File: src/rtl/fpu_rnd_result_sel_pipe.sv
// ---------------------------------------------------------------------------
// fpu_rnd_result_sel_pipe
//
// Registered rounding-result select stage. It sits between the rounding
// candidate generators and the exponent-adjust/pack stage. The stage picks one
// {ovf_rnd, mantissa} candidate word using the path select code and registers
// it into an output stage. The output stage has a valid/ready handshake and a
// one-word skid buffer, so up to two words can be held. The stage also keeps a
// saturating count of accepted words whose ovf_rnd bit is set.
//
// Ports
//   clk        system clock
//   rst        synchronous, active-high reset (wins over every other input)
//   in_data    NUM_IN packed candidates, candidate k at [(k+1)*(MW+1)-1 : k*(MW+1)],
//              MSB of each candidate = ovf_rnd
//   in_sel     path select code; out-of-range codes pick candidate NUM_IN-1
//   in_valid   upstream word valid
//   in_ready   stage can accept a word (registered, low while the skid is full)
//   out_mant   selected mantissa (registered)
//   out_ovf    selected ovf_rnd bit (registered)
//   out_valid  output word valid
//   out_ready  downstream accepts the output word
//   ovf_cnt    saturating count of accepted words with ovf_rnd = 1
//   cnt_clr    synchronous counter clear, beats a same-cycle increment
// ---------------------------------------------------------------------------
`timescale 1ns/1ps

module fpu_rnd_result_sel_pipe #(
   parameter int MW     = 24,
   parameter int NUM_IN = 2,
   parameter int SEL_W  = 3,
   parameter int CNT_W  = 8
) (
   input  logic                     clk,
   input  logic                     rst,
   input  logic [NUM_IN*(MW+1)-1:0] in_data,
   input  logic [SEL_W-1:0]         in_sel,
   input  logic                     in_valid,
   output logic                     in_ready,
   output logic [MW-1:0]            out_mant,
   output logic                     out_ovf,
   output logic                     out_valid,
   input  logic                     out_ready,
   output logic [CNT_W-1:0]         ovf_cnt,
   input  logic                     cnt_clr
);

   localparam int               WW      = MW + 1;
   localparam logic [CNT_W-1:0] CNT_MAX = {CNT_W{1'b1}};

   // Pick the candidate addressed by sel. Any code at or beyond NUM_IN falls
   // back to the last candidate, so the loop starts from that one and only
   // overrides it for the in-range codes 0 .. NUM_IN-2.
   function automatic logic [WW-1:0] pick_word(
      input logic [NUM_IN*WW-1:0] data,
      input logic [SEL_W-1:0]     sel
   );
      logic [WW-1:0] w;
      w = data[(NUM_IN-1)*WW +: WW];
      for (int k = 0; k < NUM_IN - 1; k++) begin
         w = (int'(sel) == k) ? data[k*WW +: WW] : w;
      end
      return w;
   endfunction

   logic [WW-1:0]    sel_word_s;
   logic             accept_s;
   logic             emit_s;

   logic [WW-1:0]    out_word_r;
   logic [WW-1:0]    out_word_nxt_s;
   logic             out_valid_r;
   logic             out_valid_nxt_s;

   logic [WW-1:0]    skid_word_r;
   logic [WW-1:0]    skid_word_nxt_s;
   logic             skid_valid_r;
   logic             skid_valid_nxt_s;

   logic             in_ready_r;

   logic [CNT_W-1:0] cnt_r;
   logic [CNT_W-1:0] cnt_nxt_s;

   // Combinational candidate select ahead of the registers (pure bit routing).
   always_comb begin
      sel_word_s = pick_word(in_data, in_sel);
   end

   assign accept_s = in_valid & in_ready_r;
   assign emit_s   = out_valid_r & out_ready;

   // Next state of the output register and skid buffer. The skid word always
   // drains first, which keeps the data strictly in order. Accept together
   // with emit while the skid is full cannot occur because in_ready is low.
   always_comb begin
      out_word_nxt_s   = out_word_r;
      out_valid_nxt_s  = out_valid_r;
      skid_word_nxt_s  = skid_word_r;
      skid_valid_nxt_s = skid_valid_r;
      if (emit_s) begin
         if (skid_valid_r) begin
            out_word_nxt_s   = skid_word_r;
            out_valid_nxt_s  = 1'b1;
            skid_valid_nxt_s = 1'b0;
         end else if (accept_s) begin
            out_word_nxt_s  = sel_word_s;
            out_valid_nxt_s = 1'b1;
         end else begin
            out_valid_nxt_s = 1'b0;
         end
      end else begin
         if (!out_valid_r) begin
            if (accept_s) begin
               out_word_nxt_s  = sel_word_s;
               out_valid_nxt_s = 1'b1;
            end else begin
               out_valid_nxt_s = 1'b0;
            end
         end else if (accept_s) begin
            // The output is stalled, so park the new word in the skid.
            skid_word_nxt_s  = sel_word_s;
            skid_valid_nxt_s = 1'b1;
         end else begin
            skid_valid_nxt_s = skid_valid_r;
         end
      end
   end

   // Next value of the overflow event counter. The clear wins, and the count
   // sticks at all-ones instead of wrapping.
   always_comb begin
      cnt_nxt_s = cnt_r;
      if (cnt_clr) begin
         cnt_nxt_s = {CNT_W{1'b0}};
      end else if (accept_s && sel_word_s[MW] && (cnt_r != CNT_MAX)) begin
         cnt_nxt_s = cnt_r + CNT_W'(1);
      end else begin
         cnt_nxt_s = cnt_r;
      end
   end

   // State registers. Reset drops any held words and nothing is replayed.
   // in_ready is registered from the next skid occupancy so that it always
   // equals !skid_valid without a combinational path from out_ready.
   always_ff @(posedge clk) begin
      if (rst) begin
         out_word_r   <= {WW{1'b0}};
         out_valid_r  <= 1'b0;
         skid_word_r  <= {WW{1'b0}};
         skid_valid_r <= 1'b0;
         in_ready_r   <= 1'b1;
         cnt_r        <= {CNT_W{1'b0}};
      end else begin
         out_word_r   <= out_word_nxt_s;
         out_valid_r  <= out_valid_nxt_s;
         skid_word_r  <= skid_word_nxt_s;
         skid_valid_r <= skid_valid_nxt_s;
         in_ready_r   <= ~skid_valid_nxt_s;
         cnt_r        <= cnt_nxt_s;
      end
   end

   assign in_ready  = in_ready_r;
   assign out_valid = out_valid_r;
   assign out_mant  = out_word_r[MW-1:0];
   assign out_ovf   = out_word_r[MW];
   assign ovf_cnt   = cnt_r;

   fpu_rnd_result_sel_pipe_chk #(
      .WW (WW)
   ) u_chk (
      .clk        (clk),
      .rst        (rst),
      .out_valid  (out_valid_r),
      .out_ready  (out_ready),
      .skid_valid (skid_valid_r),
      .in_ready   (in_ready_r),
      .out_word   (out_word_r)
   );

endmodule

// ---------------------------------------------------------------------------
// fpu_rnd_result_sel_pipe_chk
//
// Property checker for the select pipe's handshake invariants.
// Ports: clk, rst, out_valid, out_ready, skid_valid, in_ready and out_word are
// all observed copies of the pipe's state and handshake signals.
// ---------------------------------------------------------------------------
module fpu_rnd_result_sel_pipe_chk #(
   parameter int WW = 25
) (
   input logic          clk,
   input logic          rst,
   input logic          out_valid,
   input logic          out_ready,
   input logic          skid_valid,
   input logic          in_ready,
   input logic [WW-1:0] out_word
);

   // A stalled output word must neither change nor disappear.
   property p_hold;
      @(posedge clk) disable iff (rst)
         (out_valid && !out_ready) |=> (out_valid && $stable(out_word));
   endproperty
   a_hold: assert property (p_hold);

   // A full skid implies a full output register and back-pressure upstream.
   property p_skid;
      @(posedge clk) disable iff (rst)
         skid_valid |-> (out_valid && !in_ready);
   endproperty
   a_skid: assert property (p_skid);

endmodule

File: config.mk
export PLATFORM = sky130hd
export DESIGN_NAME = fpu_rnd_result_sel_pipe
export DESIGN_NICKNAME = d
export VERILOG_FILES = /design/src/rtl/fpu_rnd_result_sel_pipe.sv
export SDC_FILE = /design/constraint.sdc
export NUM_CORES = 1
export LEC_CHECK = 0
export BUFFER_PORTS_ARGS = -buffer_cell sky130_fd_sc_hd__buf_2
export CORE_AREA = 2 2 112 92
export DETAILED_ROUTE_END_ITERATION = 16
export DIE_AREA = 0 0 114 94
export GPL_TIMING_DRIVEN = 0
export HOLD_SLACK_MARGIN = 0.15
export PLACE_DENSITY = 0.64
export REMOVE_ABC_BUFFERS = 1
export SYNTH_ARGS = -nofsm -noshare
export SYNTH_HDL_FRONTEND = slang
export SYNTH_SLANG_ARGS = --single-unit
File: constraint.sdc
create_clock -name clk -period 4.4 [get_ports clk]
set_input_delay 0.66 -clock clk [delete_from_list [all_inputs] [get_ports clk]]
set_output_delay 0.66 -clock clk [all_outputs]
set_load 0.05 [all_outputs]
* Yosys cells after proc, flatten, opt, wreduce, memory -nomap -nowiden
Index checks and enable logic that the tools add are counted.
** Operators by class
- Eq/ne operators :: 2
- Add/sub/neg operators :: 1
- Bitwise logic cells :: 4
- Reduce and logical (&&, ||, !) cells :: 5
- Muxes and demuxes :: 12
** Operators with widths (number)
- 25-bit two-way mux :: 5
- 8-bit by 1-bit adder with 8-bit output (second input constant) :: 1
- 8-bit != test (second input constant) :: 1
- 1-bit two-way mux :: 7
- 3-bit logical NOT :: 1
- 3-bit AND reduction :: 1
- 1-bit bitwise AND :: 2
- 1-bit logical AND :: 2
- 2-bit != test (second input constant) :: 1
- 1-bit NOT :: 2
- 2-bit OR reduction :: 1
** Word-level totals
- Bits of input ports :: 58
- Register bits :: 61
- Output and inout port bits :: 35

* Depth between registers and ports, before layout
Gate-level depths: netlist of run 1.
- Depth in word-level cells :: 5
- Depth in mapped cells :: 6

* Worst setup path before layout of run 1
No wires, ideal clock.
- Path type :: in2reg
- Start point :: input port in_sel[1]
- End point :: register cnt_r[4], in the netlist ovf_cnt[4]
- Data arrival time :: 2.011 ns
- Slack :: 2.328 ns
- Setup time :: 0.061 ns
- Path buffers :: 1
- Stages on the path :: 5
- Cells stage by stage :: or4b_4 a21o_1 buf_6 or4_1 nand2_1
** On the way
- Longest elaborated chain between the ends :: 4
** RTL lines
- from (decl) :: line 37 : input logic [SEL_W-1:0] in_sel,
- 3-bit logical NOT :: line 61 : w = (int'(sel) == k) ? data[k*WW +: WW] : w;
- 25-bit two-way mux :: line 61
- 1-bit logical AND (2 in series) :: line 136 : end else if (accept_s && sel_word_s[MW] && (cnt_r != CNT_MAX)) begin
- to (signal assigned) :: line 153 : cnt_r <= {CNT_W{1'b0}};
- to (signal assigned) :: line 160 : cnt_r <= cnt_nxt_s;
- to (decl) :: line 82 : logic [CNT_W-1:0] cnt_r;
No other way between the ends.
A chain may end at the register's enable or synchronous reset.

* Worst setup path in the final report of run 1
- Start point :: input port in_valid
- End point :: register out_word_r[22]
** On the way
- Longest elaborated chain between the ends :: 4
- Elaborated cells between the ends (all ways) :: 5
- Those cells by class :: mux (4); bitwise (1)
** RTL lines
- from (decl) :: line 38 : input logic in_valid,
- 1-bit bitwise AND * :: line 90 : assign accept_s = in_valid & in_ready_r;
- 25-bit two-way mux *
- 25-bit two-way mux (on tied branches)
- 25-bit two-way mux *
- to (signal assigned) :: line 148 : out_word_r <= {WW{1'b0}};
- to (signal assigned) :: line 155 : out_word_r <= out_word_nxt_s;
- to (decl) :: line 70 : logic [WW-1:0] out_word_r;
Mark *: on every way between the ends. The rest lies on a longest branch, timed or not. The select of a mux whose other input is x is not followed.

==> results.json, run 1 <==
{
  "clockBufferDepth": 2,
  "core_sq_mm": 0.009529,
  "drc": 0,
  "die_x_um": 114,
  "path_class": "input pin to register",
  "htree_levels": 3,
  "die_y_um": 94,
  "synth_edf_count": 0,
  "die-area_sq_mm": 0.01072,
  "required_ns": 4.58,
  "grt_pass1_wl_um": 12120,
  "path_buf_inv": 1,
  "end_kind": "register",
  "clock_skew_ns": 0.004000,
  "fillCellCount": 968,
  "ys_ff_latch": 61,
  "cp_top_family": "compound AO/OA/AOI/OAI gates",
  "drtIter0Drc": 120,
  "first_global_vias": 2586,
  "dr_total_vias": 2675,
  "regToRegSetupSlack_ns": 1.84,
  "pwr-share-seq": 0.372,
  "post_cts_resized": 0,
  "globalRouteTotalUtil": 0.1437,
  "arrival_ns": 2.80,
  "critical-path-max-stage-delay_ns": 0.79,
  "rsz0062_at_grt": "no",
  "setup_violations": 0,
  "cts-root-buf": "clkbuf_16",
  "worstMarginPinSlew_ns": 1.387,
  "cts_setup_buffers": 0,
  "totalWireLength_um": 7445,
  "p_per_area_mw_per_mm2": 441.8,
  "clock-sinks": 61,
  "p_comb_frac": 0.158,
  "layout_commonest_cell": "buf_2",
  "finalSetupTns_ns": 0,
  "antenna_found_initial": 0,
  "fmax_mhz": 380.7,
  "critical_path.max_fanout": 28,
  "clk_transition_reported_paths_ns": 0.05,
  "crit_slowest_cell": "and2_1",
  "muxShareOfSynthArea": 0.09316,
  "grt_max_degree": 56,
  "power.share.clock": 0.470,
  "cts_tree": "yes",
  "viasPerCell": 5.076,
  "period_needed_ns": 2.627,
  "synth_compound_area_frac": 0.2468,
  "port_buffers": 92,
  "slew_viol_final": 0,
  "synth_cells": 328,
  "drive_gt1_frac": 0.3088,
  "leakage_nw": 1.539,
  "path_cells": "buf_2 -> and2_1 -> o21ai_0 -> a222oi_1 -> nor2_1",
  "cts_made_buffers": 9,
  "rows": 32,
  "insertion_delay_ns": 0.33,
  "num_antenna_cells": 0,
  "hold_class": "register to register",
  "startpoint_type": "input pin",
  "wire_per_inst_um": 14.13,
  "finalHoldViolations": 0,
  "p_sw_frac": 0.2734,
  "dpl.hpwl_um": 4769,
  "synth_top_family_by_area": "compound AO/OA/AOI/OAI gates",
  "synth_cell_type_count": 36,
  "ys_async_sr_fraction": 0,
  "gp_congestion": 0.7466,
  "synth.avg_cell_area_sq_um": 8.640,
  "synth-main-ff-cell": "dfxtp_1",
  "post-route-period-util": 0.5971,
  "num_io_pins": 93,
  "relSlewSlack": 0.06586,
  "drtAntennaViolNets": 0,
  "syn_to_final_growth_pct": 29.58,
  "status": "complete, no violations",
  "initial_utilization": 0.2974,
  "final_cell_mix": "buf_2, dfxtp_1, nor2_1, nand2_1, a21oi_1",
  "synthXorXnorAreaFrac": 0,
  "grt-ovfl-total": 0,
  "ir_drop_uv": 202.7,
  "dr.pass1.iters": 5,
  "rr_worst_depth": 4,
  "hold_depth": 2,
  "yosys.area_share.adder": 0.004415,
  "synth_warnings": 0,
  "internal-power_mw": 1.179,
  "postCtsHoldBufs": 0,
  "maxCapViolations": 0,
  "syn_area_sq_mm": 0.002834,
  "synthSimpleGateAreaFrac": 0.1792,
  "yosysSeqAreaShare": 0.4309,
  "fin_util": 0.3854,
  "nets": 462,
  "worst-path-stages": 5,
  "power_switching_uw": 443.6
}
## power groups by stage
stage	combinational, mW	sequential [mW]	clock (mW)
after floorplan	0.0976	0.690	0
after global placement	0.254	0.613	0
after detailed placement	0.258	0.615	0
after CTS	0.258	0.603	0.785
after global routing	0.280	0.607	0.805
final	0.257	0.603	0.763
## layout make-up
cell class | instances | area (sq um) | share of cell area
well taps | 119 | 148.9 | 0.04055
multi-input cells | 236 | 1494 | 0.4068
inverters | 2 | 7.507 | 0.002044
clock buffers | 10 | 239.0 | 0.06508
clock inverters | 6 | 86.33 | 0.02351
flip-flops and latches | 61 | 1221 | 0.3325
repair buffers | 93 | 475.5 | 0.1295
## worst reg2reg max path: stages, from the launching register on
cell and delay (ns):
dfxtp_1 0.33, and2_1 0.80, o21ai_0 0.75, a222oi_1 0.45, nor2_1 0.07
## per-stage QoR
step | std cells | hold slack [ns] | worst slack [ns] | area (sq um) | total power [mW]
5_1_grt | 527 | 0.4903 | 1.567 | 3672 | 1.691
3_3_place_gp | 510 | 0.4605 | 0.02188 | 3322 | 0.8667
3_5_place_dp | 510 | 0.4686 | 1.389 | 3332 | 0.8723
4_1_cts | 526 | 0.4760 | 1.744 | 3657 | 1.647
6_report | 527 | 0.4747 | 1.773 | 3672 | 1.623
2_1_floorplan | 299 | 0.4472 | 1.238 | 2713 | 0.7877
## worst paths after layout
kind | startpoint | end
setup / recovery | in_valid | out_word_r[22]
hold / removal | skid_word_r[5] | skid_word_r[5]
setup reg to reg | in_ready | out_word_r[22]
hold reg to reg | skid_word_r[5] | skid_word_r[5]
## cells by family (layout without fill, tap and decap cells)
group,count (synthesis),in the layout
AND/OR/NAND/NOR,114,114
flip-flops,61,61
multiplexers,25,25
buffers and inverters,31,111
AO/OA/AOI/OAI,96,96
adder cells (fa/ha/maj),1,1
## layer usage
layer,wire [um],global-route usage,vias up,part of all wire
met5,0,0,-,0
met4,83,0.04268,0,0.011
met3,487,0.04839,6,0.065
met2,3370,0.2426,75,0.45
met1,3503,0.1736,1229,0.47
li1,-,-,1365,-
## registers in the layout (all words and copies together), names as in the netlist
signal and count:
skid_valid_r 1, ovf_cnt 8, out_valid 1, out_word_r 25, skid_word_r 25, in_ready 1
## Yosys cell counts, types with 2 or more instances
library cell | number | area [sq um]
dfxtp_1 | 61 | 1221
nor2_1 | 58 | 217.7
nand2_1 | 30 | 112.6
clkbuf_1 | 26 | 97.59
a21oi_1 | 19 | 95.09
o21ai_0 | 15 | 75.07
a211o_1 | 14 | 122.6
a311oi_1 | 14 | 122.6
mux2i_1 | 14 | 140.1
a211oi_1 | 13 | 97.59
a222oi_1 | 11 | 110.1
mux2_2 | 11 | 123.9
and2_1 | 4 | 25.02
nand3_1 | 4 | 20.02
nand4_1 | 3 | 18.77
or3_1 | 3 | 18.77
a31oi_1 | 2 | 12.51
inv_1 | 2 | 7.510
nand2b_1 | 2 | 12.51
nor3_1 | 2 | 10.01
o211ai_1 | 2 | 15.01
o31ai_1 | 2 | 15.01
or2_2 | 2 | 12.51
or4_1 | 2 | 15.01
Note: power is estimated with default switching activity, not from simulation.
==> run 2: changes to the inputs <==
ABC_AREA = 1   (was default)
CORE_AREA = 2 2 125 103   (was 2 2 112 92)
DIE_AREA = 0 0 127 105   (was 0 0 114 94)
PLACE_DENSITY = 0.62   (was 0.64)
clock period = 2.5 ns   (was 4.4 ns; I/O delays follow)
==> results.json, run 2 <==
{
  "setup_violations": 0,
  "nets": 685,
  "startpoint_type": "register",
  "die-area_sq_mm": 0.01334,
  "postCtsHoldBufs": 0,
  "drive_gt1_frac": 0.2235,
  "htree_levels": 3,
  "ir_drop_uv": 287.1,
  "first_global_vias": 3268,
  "rows": 36,
  "synthXorXnorAreaFrac": 0.004937,
  "drc": 0,
  "dpl_cell_area_sq_mm": 0.004039,
  "syn_to_final_growth_pct": 21.37,
  "synth_top_family_by_area": "simple AND/OR/NAND/NOR gates",
  "drtAntennaViolNets": 0,
  "viasPerCell": 4.489,
  "layout_commonest_cell": "nand2_1",
  "ys_ff_latch": 61,
  "num_antenna_cells": 0,
  "cts_tree": "yes",
  "totalWireLength_um": 9960,
  "pre_cts_ws_ns": -0.5679,
  "crit_slowest_cell": "nor2_4",
  "core_sq_mm": 0.01198,
  "instances_no_fill": 783,
  "synth_top_area_share": 0.3441,
  "insertion_delay_ns": 0.32,
  "finalHoldViolations": 0,
  "dr.pass1.iters": 4,
  "synth.most_common_cell": "nand2_1",
  "initial_utilization": 0.2962,
  "clock-sinks": 61,
  "grt-ovfl-total": 0,
  "synth_edf_count": 0,
  "status": "complete, no violations",
  "grt_pass1_wl_um": 16480,
  "timing.final.ws_setup_ns": 0.3510,
  "yosysSeqAreaShare": 0.3441,
  "synth.avg_cell_area_sq_um": 6.394,
  "die_x_um": 127,
  "period_needed_ns": 2.149,
  "yosys-top-cells-area": "dfxtp_1, nand2_1, a21oi_1",
  "final_cell_mix": "nand2_1, buf_2, inv_1, dfxtp_1, a21oi_1",
  "place_inst": 767,
  "dpl.hpwl_um": 6223,
  "num_io_pins": 93,
  "antenna_found_initial": 0,
  "drtIter0Drc": 181,
  "post_cts_resized": 2,
  "critical-path-max-stage-delay_ns": 0.62,
  "fmax_mhz": 465.3,
  "clock_skew_ns": 0.006957,
  "slew_viol_final": 0,
  "clk_transition_reported_paths_ns": 0.05,
  "wire_per_inst_um": 12.72,
  "final_area_sq_mm": 0.004307,
  "synthSimpleGateAreaFrac": 0.4055,
  "fin_util": 0.3594,
  "p_per_area_mw_per_mm2": 625.1,
  "yosys.area_share.adder": 0.003526,
  "grt_max_degree": 56,
  "muxShareOfSynthArea": 0,
  "ys_async_sr_fraction": 0,
  "yosysTopAreaCell": "dfxtp_1",
  "post-route-period-util": 0.8596,
  "critical_path.max_fanout": 50,
  "relSlewSlack": 0.2176,
  "dr_total_vias": 3515,
  "end_kind": "register",
  "yosys-top-cells-count": "nand2_1, inv_1, dfxtp_1",
  "worstMarginPinSlew_ns": 1.170,
  "die_y_um": 105,
  "cts_setup_buffers": 0,
  "globalRouteTotalUtil": 0.1544,
  "path_cells": "inv_2 -> nor2_4 -> inv_2 -> o21ai_0 -> a21oi_1",
  "synth_cells": 555,
  "clockBufferDepth": 2,
  "cts_made_buffers": 9,
  "critPathMostFrequentCell": "inv_2",
  "arrival_ns": 2.32,
  "whs_ns": 0.3480,
  "synth_warnings": 0,
  "leakage_nw": 2.135,
  "gp_congestion": 0.7539,
  "finalSetupTns_ns": 0,
  "port_buffers": 92,
  "required_ns": 2.67,
  "total_power_mw": 2.692,
  "syn_area_sq_mm": 0.003548,
  "cts-root-buf": "clkbuf_16",
  "rsz0062_at_grt": "no",
  "path_class": "register to register",
  "maxCapViolations": 0,
  "synth_cell_type_count": 25,
  "regToRegSetupSlack_ns": 0.35,
  "synth_compound_area_frac": 0.1227,
  "hold_class": "input pin to register",
  "fillCellCount": 1361,
  "synth-main-ff-cell": "dfxtp_1"
}
## run 2: cell types whose count changed in the layout (fill, tap and decap cells not counted), sizes merged, moves of 13 or more
cell,delta
a21oi,+37
inv,+68
mux2i,-14
a211oi,-13
nand3,+28
o21ai,+13
nand2,+164
nor2,-47
nand4,+27
nand3b,+24
a211o,-14
a311oi,-14
## run 2: power breakdown
| part | switching (mW) | internal, mW | total (mW) |
|---|---|---|---|
| clock | 0.423 | 0.663 | 1.09 |
| sequential | 0.0366 | 1.03 | 1.06 |
| combinational | 0.385 | 0.156 | 0.541 |
## run 2: area by class of cell
cell class	instances	area (sq um)	share of cell area
tap	152	190.2	0.04416
clock buffer	11	232.7	0.05404
inverter	70	267.8	0.06217
sequential	61	1221	0.2836
multi-input combinational	392	1907	0.4428
clock inverter	5	27.53	0.006392
timing repair buffer	92	460.4	0.1069
## run 2: worst paths after layout
check,startpoint,depth (start not counted),endpoint
worst max register to register,out_valid,5,out_word_r[7]
worst min-delay path,cnt_clr,4,ovf_cnt[0]
worst min register to register,skid_word_r[0],2,skid_word_r[0]
worst max-delay path,out_valid,5,out_word_r[7]
## run 2: cells by family (layout without fill, tap and decap cells)
group | after synthesis | after routing
fa+ha+maj | 1 | 1
compound gates | 86 | 86
flops | 61 | 61
xor+xnor | 2 | 2
simple gates | 303 | 303
buf+inv | 102 | 178
## run 2: critical path, delay by kind of cell, from the launching register on
kind            cells  cell delay (ns)
buf+inv             2             0.60
simple gates        1             0.62
flops               1             0.40
compound gates      2             0.39
## run 2: routing by layer
metal	part of all wire	GRT usage	wire, um	up-vias
met5	0	0	0	-
met4	0.0049	0.04474	49	0
met3	0.050	0.03635	499	2
met2	0.42	0.2320	4212	84
met1	0.52	0.2193	5199	1498
li1	-	-	-	1931
==> run 3: changes to the inputs <==
CORE_AREA = 3 3 126 104   (was 2 2 125 103)
DIE_AREA = 0 0 129 107   (was 0 0 127 105)
PLACE_DENSITY = 0.63   (was 0.62)
clock period = 1.75 ns   (was 2.5 ns; I/O delays follow)
==> results.json, run 3 (synthesis results as in run 2) <==
{
  "nets": 690,
  "die_y_um": 107,
  "min-delay-start": "cnt_clr",
  "timing.final.ws_setup_ns": 0.2325,
  "power.share.clock": 0.442,
  "grt_pass1_wl_um": 16980,
  "finalHoldViolations": 0,
  "slew_viol_final": 0,
  "gp_congestion": 0.7732,
  "power_switching_mw": 1.255,
  "clk_transition_reported_paths_ns": 0.06,
  "pre_cts_ws_ns": -1.261,
  "r2r-end": "ovf_cnt[0]",
  "pwr-share-seq": 0.365,
  "post-route-period-util": 0.8671,
  "die-area_sq_mm": 0.01380,
  "clockBufferDepth": 2,
  "total_power_mw": 4.172,
  "drtIter0Drc": 235,
  "rsz0062_at_grt": "no",
  "p_per_area_mw_per_mm2": 937.8,
  "htree_levels": 3,
  "initial_utilization": 0.2962,
  "p_comb_frac": 0.193,
  "die_x_um": 129,
  "holdPathEnd": "ovf_cnt[0]",
  "arrival_ns": 1.74,
  "fillCellCount": 1308,
  "hold_depth": 4,
  "port_buffers": 92,
  "worstMarginPinSlew_ns": 0.8603,
  "startpoint_type": "register",
  "leakage_nw": 2.177,
  "fin_util": 0.3713,
  "maxCapViolations": 0,
  "grt_max_degree": 56,
  "dr_total_vias": 3653,
  "seqCellArea_sq_mm": 0.001221,
  "final_cell_mix": "nand2_1, buf_2, inv_1, dfxtp_1, a21oi_1",
  "setup_violations": 0,
  "drtAntennaViolNets": 0,
  "rows": 36,
  "postCtsHoldBufs": 0,
  "clock-sinks": 61,
  "required_ns": 1.97,
  "drc": 0,
  "p_sw_frac": 0.3007,
  "path_class": "register to register",
  "hold_class": "input pin to register",
  "status": "complete, no violations",
  "syn_to_final_growth_pct": 25.39,
  "insertion_delay_ns": 0.32,
  "fmax_mhz": 659.0,
  "dpl.hpwl_um": 6216,
  "layout_commonest_cell": "nand2_1",
  "regToRegSetupSlack_ns": 0.23,
  "rr_worst_depth": 7,
  "grt-ovfl-total": 0,
  "viasPerCell": 4.636,
  "multi_input_area_sq_mm": 0.001958,
  "totalWireLength_um": 10790,
  "cts_made_buffers": 9,
  "globalRouteTotalUtil": 0.1585,
  "num_io_pins": 93,
  "dr.pass1.iters": 4,
  "period_needed_ns": 1.518,
  "antenna_found_initial": 0,
  "cts-root-buf": "clkbuf_16",
  "crit-reg2reg-launch": "in_ready",
  "num_antenna_cells": 0,
  "internal-power_mw": 2.918,
  "end_kind": "register",
  "cts_tree": "yes",
  "clock_skew_ns": 0.006053,
  "relSlewSlack": 0.4258,
  "drive_gt1_frac": 0.2358,
  "critical_path.max_fanout": 55,
  "first_global_vias": 3137,
  "ir_drop_uv": 392.2,
  "wire_per_inst_um": 13.69,
  "core_sq_mm": 0.01198
}
## run 3: worst max-delay path by stage
stage / from / to / slack (ns)
3_5_place_dp: in_valid / skid_word_r[9] / -1.26
4_1_cts: out_valid / out_word_r[9] / 0.04
6_report: in_ready / ovf_cnt[0] / 0.23
5_1_grt: in_ready / ovf_cnt[5] / 0.04
2_1_floorplan: in_ready / skid_word_r[0] / -0.63
3_3_place_gp: in_valid / skid_word_r[9] / -1.20
## run 3: critical path, stage by stage (launching register included)
cell     delay (ns)
dfxtp_1        0.36
nand2_4        0.25
inv_12         0.31
nand3_2        0.17
nor2_4         0.16
nand2_1        0.06
nand2_1        0.06
nor2_1         0.04
## run 3: power by group through the flow
stage | Clock, mW | Sequential, mW | Combinational [mW]
2_1_floorplan | 0 | 1.75 | 0.335
3_3_place_gp | 0 | 1.55 | 0.769
3_5_place_dp | 0 | 1.55 | 0.776
4_1_cts | 1.88 | 1.52 | 0.806
5_1_grt | 1.94 | 1.54 | 0.892
6_report | 1.84 | 1.52 | 0.805
## run 3: through the flow
stage,std cells,cell area [sq um],hold slack (ns),TNS (ns)
floorplan,523,3388,0.3316,-24.43
global placement,767,4039,0.4489,-44.14
detailed placement,767,4039,0.4540,-46.55
CTS,787,4412,0.2123,0
global route,788,4449,0.2318,0
finish,788,4449,0.2264,0
## run 3: final cells by class
class,count,area share
Multi-Input combinational cell,394,0.4401
Sequential cell,61,0.2745
Timing Repair Buffer,95,0.1085
Inverter,70,0.06384
Clock buffer,13,0.06074
Tap cell,152,0.04274
Clock inverter,3,0.009561
## run 3: routing by layer
metal,track usage,up-vias,routed length (um)
met5,0,-,0
met2,0.2404,99,4494
met4,0.03973,0,73
met1,0.2277,1602,5599
li1,-,1947,-
met3,0.03386,5,620
## run 3: timing repair
item                                    4_1_cts  5_1_grt
gates cloned                                  2        0
setup buffers                                 2        1
endpoints found under the setup margin       59       23
pin swaps                                     2        1
gates resized for setup                       9        7
